<file path="src/rtl/seven_seg_scan.sv">
// Time-multiplexed driver for a common-anode seven-segment display with a per-digit anode guard interval.
// Optional leading-zero blanking is compiled in when SEVEN_SEG_LZB_EN is defined.
module seven_seg_scan #(
    parameter int unsigned DIGITS  = 4,
    parameter int unsigned CLK_DIV = 50000,
    parameter int unsigned GUARD   = 4,
    localparam int unsigned IDX_W  = (DIGITS > 1) ? $clog2(DIGITS) : 1
) (
    input  logic                  clk,
    input  logic                  rst_n,
    input  logic                  enable,
    input  logic                  load,
    input  logic [4*DIGITS-1:0]   value,
    input  logic [DIGITS-1:0]     dp_in,
    input  logic [DIGITS-1:0]     blank_in,
    output logic [6:0]            seg,
    output logic                  dp,
    output logic [DIGITS-1:0]     an,
    output logic [IDX_W-1:0]      digit_idx,
    output logic                  frame_tick
);

    localparam int unsigned PRE_W = $clog2(CLK_DIV);
    localparam int unsigned GRD_W = $clog2(GUARD + 1);
    localparam int unsigned VAL_W = 4 * DIGITS;

    // Active-low ABCDEFG pattern for one hex nibble.
    function automatic logic [6:0] hex7(input logic [3:0] nib);
        logic [6:0] s;
        s = 7'h7F;
        case (nib)
            4'h0: s = 7'b0000001;
            4'h1: s = 7'b1001111;
            4'h2: s = 7'b0010010;
            4'h3: s = 7'b0000110;
            4'h4: s = 7'b1001100;
            4'h5: s = 7'b0100100;
            4'h6: s = 7'b0100000;
            4'h7: s = 7'b0001111;
            4'h8: s = 7'b0000000;
            4'h9: s = 7'b0000100;
            4'hA: s = 7'b0001000;
            4'hB: s = 7'b1100000;
            4'hC: s = 7'b0110001;
            4'hD: s = 7'b1000010;
            4'hE: s = 7'b0110000;
            4'hF: s = 7'b0111000;
            default: s = 7'h7F;
        endcase
        return s;
    endfunction

    // Registered state
    logic [PRE_W-1:0]  pre_q,   pre_nxt;
    logic [GRD_W-1:0]  grd_q,   grd_nxt;
    logic              run_q,   run_nxt;
    logic              pflag_q, pflag_nxt;
    logic [VAL_W-1:0]  pval_q,  pval_nxt;
    logic [DIGITS-1:0] pdp_q,   pdp_nxt;
    logic [DIGITS-1:0] pblk_q,  pblk_nxt;
    logic [VAL_W-1:0]  sval_q,  sval_nxt;
    logic [DIGITS-1:0] sdp_q,   sdp_nxt;
    logic [DIGITS-1:0] sblk_q,  sblk_nxt;
    logic [6:0]        seg_nxt;
    logic              dp_nxt;
    logic [DIGITS-1:0] an_nxt;
    logic [IDX_W-1:0]  idx_nxt;
    logic              ft_nxt;

    // Combinational helpers
    logic              tick;
    logic              wrap;
    logic [DIGITS-1:0] lzb;
    logic [DIGITS-1:0] an_sel;
    logic [3:0]        cur_nib;
    logic              cur_dp;
    logic              cur_blank;

`ifdef SEVEN_SEG_LZB_EN
    logic              lzb_seen;

    // Dark every digit above the most significant nonzero shadow nibble; digit 0 always shows.
    always_comb begin
        lzb      = '0;
        lzb_seen = 1'b0;
        for (int k = int'(DIGITS) - 1; k >= 1; k--) begin
            if (sval_q[4*k +: 4] != 4'h0) begin
                lzb_seen = 1'b1;
            end
            if (!lzb_seen) begin
                lzb[k] = 1'b1;
            end
        end
    end
`else
    assign lzb = '0;
`endif

    // Shadow entry and anode pattern for the digit currently selected.
    always_comb begin
        cur_nib   = 4'h0;
        cur_dp    = 1'b0;
        cur_blank = 1'b1;
        an_sel    = '1;
        for (int k = 0; k < int'(DIGITS); k++) begin
            if (digit_idx == IDX_W'(k)) begin
                cur_nib   = sval_q[4*k +: 4];
                cur_dp    = sdp_q[k];
                cur_blank = sblk_q[k] | lzb[k];
                an_sel[k] = 1'b0;
            end
        end
    end

    // Next-state and output logic.
    always_comb begin
        pre_nxt   = pre_q;
        grd_nxt   = grd_q;
        run_nxt   = run_q;
        pflag_nxt = pflag_q;
        pval_nxt  = pval_q;
        pdp_nxt   = pdp_q;
        pblk_nxt  = pblk_q;
        sval_nxt  = sval_q;
        sdp_nxt   = sdp_q;
        sblk_nxt  = sblk_q;
        seg_nxt   = 7'h7F;
        dp_nxt    = 1'b1;
        an_nxt    = an;
        idx_nxt   = digit_idx;
        ft_nxt    = 1'b0;

        tick = enable && (pre_q == PRE_W'(CLK_DIV - 1));
        wrap = tick && (digit_idx == IDX_W'(DIGITS - 1));

        if (!enable) begin
            pre_nxt = '0;
            grd_nxt = '0;
            idx_nxt = '0;
            run_nxt = 1'b0;
            an_nxt  = '1;
        end else begin
            run_nxt = 1'b1;
            pre_nxt = tick ? '0 : pre_q + PRE_W'(1);
            seg_nxt = cur_blank ? 7'h7F : hex7(cur_nib);
            dp_nxt  = cur_blank | ~cur_dp;
            ft_nxt  = wrap;
            if (tick) begin
                idx_nxt = wrap ? '0 : digit_idx + IDX_W'(1);
                grd_nxt = GRD_W'(GUARD);
                an_nxt  = '1;
            end else if (!run_q) begin
                // First enabled cycle opens a full slot for digit 0.
                grd_nxt = GRD_W'(GUARD);
                an_nxt  = '1;
            end else if (grd_q != '0) begin
                grd_nxt = grd_q - GRD_W'(1);
                if (grd_q == GRD_W'(1)) begin
                    an_nxt = an_sel;
                end
            end
        end

        // Whole-word transfer only at the frame boundary to avoid tearing.
        if (wrap && pflag_q) begin
            sval_nxt  = pval_q;
            sdp_nxt   = pdp_q;
            sblk_nxt  = pblk_q;
            pflag_nxt = 1'b0;
        end
        if (load) begin
            pval_nxt  = value;
            pdp_nxt   = dp_in;
            pblk_nxt  = blank_in;
            pflag_nxt = 1'b1;
        end
    end

    // State register.
    always_ff @(posedge clk or negedge rst_n) begin
        if (!rst_n) begin
            pre_q      <= '0;
            grd_q      <= '0;
            run_q      <= 1'b0;
            pflag_q    <= 1'b0;
            pval_q     <= '0;
            pdp_q      <= '0;
            pblk_q     <= '1;
            sval_q     <= '0;
            sdp_q      <= '0;
            sblk_q     <= '1;
            seg        <= 7'h7F;
            dp         <= 1'b1;
            an         <= '1;
            digit_idx  <= '0;
            frame_tick <= 1'b0;
        end else begin
            pre_q      <= pre_nxt;
            grd_q      <= grd_nxt;
            run_q      <= run_nxt;
            pflag_q    <= pflag_nxt;
            pval_q     <= pval_nxt;
            pdp_q      <= pdp_nxt;
            pblk_q     <= pblk_nxt;
            sval_q     <= sval_nxt;
            sdp_q      <= sdp_nxt;
            sblk_q     <= sblk_nxt;
            seg        <= seg_nxt;
            dp         <= dp_nxt;
            an         <= an_nxt;
            digit_idx  <= idx_nxt;
            frame_tick <= ft_nxt;
        end
    end

endmodule

</file>
<file path="config.mk">
export PLATFORM = sky130hd
export DESIGN_NAME = seven_seg_scan
export DESIGN_NICKNAME = d
export VERILOG_FILES = /design/src/rtl/seven_seg_scan.sv
export SDC_FILE = /design/constraint.sdc
export NUM_CORES = 1
export LEC_CHECK = 0
export ABC_AREA = 0
export CAP_MARGIN = 20
export CORE_ASPECT_RATIO = 1.25
export CORE_MARGIN = 4
export CORE_UTILIZATION = 57
export CTS_CLUSTER_DIAMETER = 40
export DETAILED_ROUTE_END_ITERATION = 10
export DONT_BUFFER_PORTS = 1
export HOLD_SLACK_MARGIN = 0.15
export PLACE_DENSITY = 0.74
export SLEW_MARGIN = 25
export SYNTH_ARGS = -nofsm -noshare
export SYNTH_HDL_FRONTEND = slang
export SYNTH_SLANG_ARGS = --single-unit
</file>
<file path="constraint.sdc">
create_clock -name clk -period 2.1 [get_ports clk]
set_input_delay 0.42 -clock clk [delete_from_list [all_inputs] [get_ports clk]]
set_output_delay 0.42 -clock clk [all_outputs]
set_load 0.02 [all_outputs]
</file>
* Yosys cells after proc, flatten, opt, wreduce, memory -nomap -nowiden
Memory sizes are Yosys's and may differ from the RTL's.
Index checks and enable logic that the tools add are counted.
** Cells by class
- Add/sub/neg operators :: 3
- Equality and inequality tests :: 8
- Multiplexer cells :: 37
- Bitwise gates (word level) :: 2
- Reduce and logical (&&, ||, !) cells :: 7
** Operators by type and width (number)
- 4-bit two-way mux :: 9
- 16-bit two-way mux :: 2
- 1-bit two-way mux :: 17
- 16-bit by 1-bit adder with 16-bit output (second input constant) :: 1
- 16-bit equality test (second input constant) :: 1
- 7-bit two-way mux :: 2
- 3-bit two-way mux :: 4
- 4-bit by 2-bit != test with 1-bit output (second input constant) :: 2
- 2-bit two-way mux :: 3
- 2-bit equality test (second input constant) :: 2
- 3-bit by 1-bit equality test with 1-bit output (second input constant) :: 1
- 1-bit logical AND :: 3
- 3-bit nonzero test :: 1
- 3-bit by 1-bit subtractor with 3-bit output (second input constant) :: 1
- 2-bit by 1-bit adder with 2-bit output (second input constant) :: 1
- 2-bit by 1-bit equality test with 1-bit output (second input constant) :: 1
- 2-bit logical NOT :: 1
- 2-bit by 1-bit != test with 1-bit output (second input constant) :: 1
- 2-bit AND reduction :: 1
- 2-bit nonzero test :: 1
- 1-bit inverter :: 1
- 1-bit OR :: 1
** Storage, ports and cells
- Bits in registers :: 84
- Bits in read-only memories :: 112
- Output and inout bits :: 15
- Logic and storage cells :: 73
- Memories kept :: 1
** Memories
- (name not given) :: depth 16, width 7, read ports 1, clocked after Yosys merged registers in 0, write ports 0, line 31 : case (nib)

* Depth between registers and ports, before layout
- Word-level depth :: 8
- Gate-level depth with buffers :: 11
- Depth with buffers taken out :: 10

* Least setup slack after synthesis
Ideal clock, no wire load.
- Path type :: register to register
- Start :: register digit_idx[0]
- End :: register seg[0]
- Library setup time :: 0.109 ns
- Data arrival time :: 2.273 ns
- Data required time :: 1.991 ns
- Setup slack :: -0.281 ns
- Stages on the path, launching flop included :: 12
- Path through :: dfrtp_1 inv_1 ha_1 buf_2 nor2_1 o211ai_1 o211ai_1 inv_1 ha_1 mux2_2 nand2_1 o211ai_1
** Between the ends
- Word-level cells in the longest chain between the ends :: 8
- Elaborated cells between the ends (all ways) :: 15
- Those cells by class :: eq/ne (3); mux (10); reduce/logical (1); memory (1)
** Ends and longest elaborated chain
- from (decl) :: line 19 : output logic [IDX_W-1:0] digit_idx,
- from (signal assigned) :: line 211 : digit_idx <= idx_nxt;
- 2-bit logical NOT :: line 106 : if (digit_idx == IDX_W'(k)) begin
- 4-bit two-way mux (4 in a row) :: line 106
- memory read 16 x 7 bit
- 7-bit two-way mux (*) :: line 145 : seg_nxt = cur_blank ? 7'h7F : hex7(cur_nib);
- 7-bit two-way mux (*) :: line 136 : if (!enable) begin
- via seg_nxt[0] :: line 64 : logic [6:0] seg_nxt;
- to (signal assigned) :: line 208 : seg <= seg_nxt;
- to (decl) :: line 16 : output logic [6:0] seg,
Mark *: on every way through the listed nets, which the timed path passes. The rest lies on a longest branch.
A chain may end at the register's enable or synchronous reset.

* Worst setup path after layout
- Start :: register digit_idx[0]
- End :: register seg[3]
The elaborated chain is that of the path after synthesis.

==> impl_metrics.tcl <==
set metrics [dict create \
    wl_per_cell_um 16.7 \
    nets 383 \
    use_met3_pct 4.15 \
    dp_hpwl_um 5080 \
    power_frac_comb_pct 4.2 \
    yosysUniqueCellTypes 42 \
    cts_buffer_depth 2 \
    outcome "complete, but fails checks" \
    pwr-share-clk_pct 36.7 \
    sequentialPowerShare_pct 59.1 \
    grt_pass1_wl_um 12100 \
    rsz0062_at_grt "true" \
    synthFlopType "dfrtp_1" \
    endpoint_kind "register" \
    start_kind "register" \
    synth_common_cells "dfrtp_1, mux2_2, nor2_1" \
    clock_skew_ns 0.0112 \
    syn_area_per_cell_um2 12.6 \
    clk_pin_slew_ns 0.08 \
    die_area_mm2 0.00842 \
    clkSinkCount 84 \
    grt_use_met2_pct 31.3 \
    vdd_drop_max_mv 0.429 \
    num_rows 33 \
    regToRegEndpoint "seg[3]" \
    fillers 487 \
    synth_top_cell_by_area "dfrtp_1" \
    period_minus_slack_ns 2.05 \
    grt_max_degree 85 \
    grt-ovfl-total 0 \
    regToRegSetupSlack_ns 0.05 \
    syn_nets 359 \
    fin_cells 433 \
    ys_ff_latch 84 \
    ant_nets 0 \
    insertion_delay_ns 0.35 \
    start_util_pct 59.7 \
    synth_compound_area_share_pct 6.14 \
    layout-drive-gt1-share_pct 38.2 \
    area_growth_pct 12.5 \
    n_antenna_cell 0 \
    min_period_over_period_pct 97.7 \
    routed-via-count 2425 \
    power_density_mw_per_mm2 655 \
    max_freq_mhz 487 \
    ff2ff_path_depth 9 \
    hold_path.class "in2async" \
    drt_iter0_markers 84 \
    io_pins 43 \
    hold_buffers 1 \
    root_buffer "clkbuf_8" \
    worst_path_max_delay_cell "dfrtp_2" \
    synth_warnings 0 \
    cp_cell_sequence "buf_4 -> ha_4 -> nand2b_4 -> o211ai_1 -> buf_4 -> ha_1 -> mux2i_1 -> and3_1 -> a31oi_1" \
    worst_ep_arrival_time_ns 2.32 \
    hold_viol_final 84 \
    synth_top_family_by_area "multiplexers" \
    grt_pass1_vias 2517 \
    p_sw_share_pct 21.5 \
    p_switching_mw 0.633 \
    crit_type "reg2reg" \
    synth_top_area_share_pct 40.1 \
    whs_ns -0.247 \
    cts_max_level 3 \
    path_buf_inv 2 \
    worst_path_most_repeated_cell "buf_4" \
    tritoncts "done" \
    die_x_um 82.9 \
    worst_pin_slew_ns 0.592 \
    fp.dieH_um 102 \
    antenna_found_initial 0 \
    slew_violations 0 \
    r2r-start "digit_idx[0]" \
    port_buffers 0 \
    setup_tns_ns 0 \
    via_per_inst 5.60 \
    setup_violations 0 \
    internal_power_mw 2.31 \
    grt_busiest_layer "met2" \
    dpl.cell_count 411 \
    firstDrtPassIters 4 \
    slew_headroom_pct 60.2 \
    synthSimpleGateAreaFrac_pct 12.7 \
    cp_max_fo 10 \
    drc 0 \
    syn_inst 317 \
    maxCapViolCount 0 \
    synth_fa_ha_area_share_pct 4.38 \
    async_flop_share_pct 100 \
    synthMuxAreaShare_pct 16.7 \
    synth.yosys.seq_area_share_pct 53.2 \
    p_leak_nw 1.97 \
    yosysMostFrequentCell "dfrtp_1" \
    yosys-top-cells-area "dfrtp_1, dfstp_2, mux2_2, mux2_4, ha_1" \
    synth-edff-count 0 \
    gp_congestion 0.762 \
    failed_checks "negative hold slack" \
    cp_top_family "flip-flops" \
    cpPeakStageDelay_ns 0.46 \
    grt_util_met1_pct 21.8 \
    grt_util_all_layers_pct 18.1 \
    cts_buffers 9 \
    finalWirelength_um 7230 \
    synth_area_mm2 0.00400 \
    yosys.area_share.xor_xnor_pct 3.51 \
    core_area_mm2 0.00669 \
    cp.required_ns 2.37 \
]
## worst register-to-register path, delay by kind of cell (launching register included)
family          cells  cell delay (ns)
simple gates        2             0.33
compound gates      2             0.26
flops               1             0.46
buf+inv             2             0.35
fa+ha+maj           2             0.42
mux                 1             0.15
## routing by layer
| layer | vias up | part of all wire, % |
|---|---|---|
| met5 | - | 0 |
| met4 | 0 | 2.1 |
| met3 | 14 | 3.0 |
| met2 | 37 | 51 |
| met1 | 1212 | 44 |
| li1 | 1162 | - |
## flip-flops by register name, summed over array words and instances, names as in the netlist, 2 cells and up
signal and cells:
pre_q 16, pval_q 16, sval_q 16, seg 7, an 4, pblk_q 4
pdp_q 4, sblk_q 4, sdp_q 4, grd_q 3, digit_idx 2
## timing repair
item,4_1_cts,5_1_grt
buffers inserted,0,5
endpoints found under the hold margin,85,84
resized for setup,3,10
pin swaps,0,6
setup endpoints to repair,2,7
## cells in the final DEF (no fill, tap or decap), types with 2 or more instances in the layout
cell	count
and3_2	3
xor2_1	6
nand2b_1	5
nor3_1	2
ha_2	3
a211oi_1	2
inv_1	10
nor4_1	3
nor3_2	2
dfstp_2	20
clkbuf_8	9
o21ai_0	4
mux2i_1	4
and3_1	2
nand2_1	23
mux2_2	29
nand3b_1	4
xnor2_1	10
o221ai_1	2
a31oi_1	3
clkinv_2	3
dfrtp_2	2
nor3b_1	2
ha_1	7
nand3_1	11
ha_4	4
clkbuf_1	2
a21oi_1	5
o211ai_1	9
nor2_1	27
nand4_1	3
buf_4	22
mux2_4	20
nor2b_1	2
dfrtp_1	62
## worst max-delay path by stage
stage                      start     end  slack, ns  depth (start not counted)
floorplan           digit_idx[1]  seg[0]      -0.05                          9
global route        digit_idx[0]  seg[3]      -0.08                          9
finish              digit_idx[0]  seg[3]       0.05                          9
global placement    digit_idx[1]  seg[3]       0.08                          9
detailed placement  digit_idx[1]  seg[3]       0.01                          9
CTS                 digit_idx[1]  seg[3]       0.03                         10
## kinds of logic after synthesis
| kind of cell | count (synthesis) |
|---|---|
| and+or+nand+nor | 94 |
| DFF | 84 |
| muxes | 53 |
| AOI/OAI and AO/OA | 33 |
| buffers and inverters | 23 |
| xor gates and xnor gates | 16 |
| adders and majority gates | 14 |
## metrics by stage
stage / worst slack (ns) / power, mW / utilization (%) / instance area (um^2)
after detailed placement: 0.0103 / 1.90 / 62.8 / 4200
final: 0.0483 / 2.95 / 67.2 / 4500
after CTS: 0.0285 / 2.99 / 65.8 / 4400
after global routing: -0.0752 / 3.08 / 67.2 / 4500
after global placement: 0.0751 / 1.89 / 62.8 / 4200
after floorplan: -0.0541 / 1.87 / - / 4040
## cell type report
type                            count  area [um^2]  area share [%]
Timing Repair Buffer               24          195            4.34
Clock buffer                       11          131            2.92
Tap cell                           87          109            2.42
Inverter                           12         47.5            1.06
Multi-Input combinational cell    210         1830            40.7
Sequential cell                    84         2130            47.4
Clock inverter                      5         52.6            1.17
## power by group through the flow
stage / Sequential (mW) / Combinational (mW) / Clock (mW)
2_1_floorplan: 1.76 / 0.110 / 0
3_3_place_gp: 1.77 / 0.117 / 0
3_5_place_dp: 1.77 / 0.122 / 0
4_1_cts: 1.74 / 0.124 / 1.13
5_1_grt: 1.75 / 0.137 / 1.19
6_report: 1.74 / 0.124 / 1.08
(Power assumes the default switching activity.)
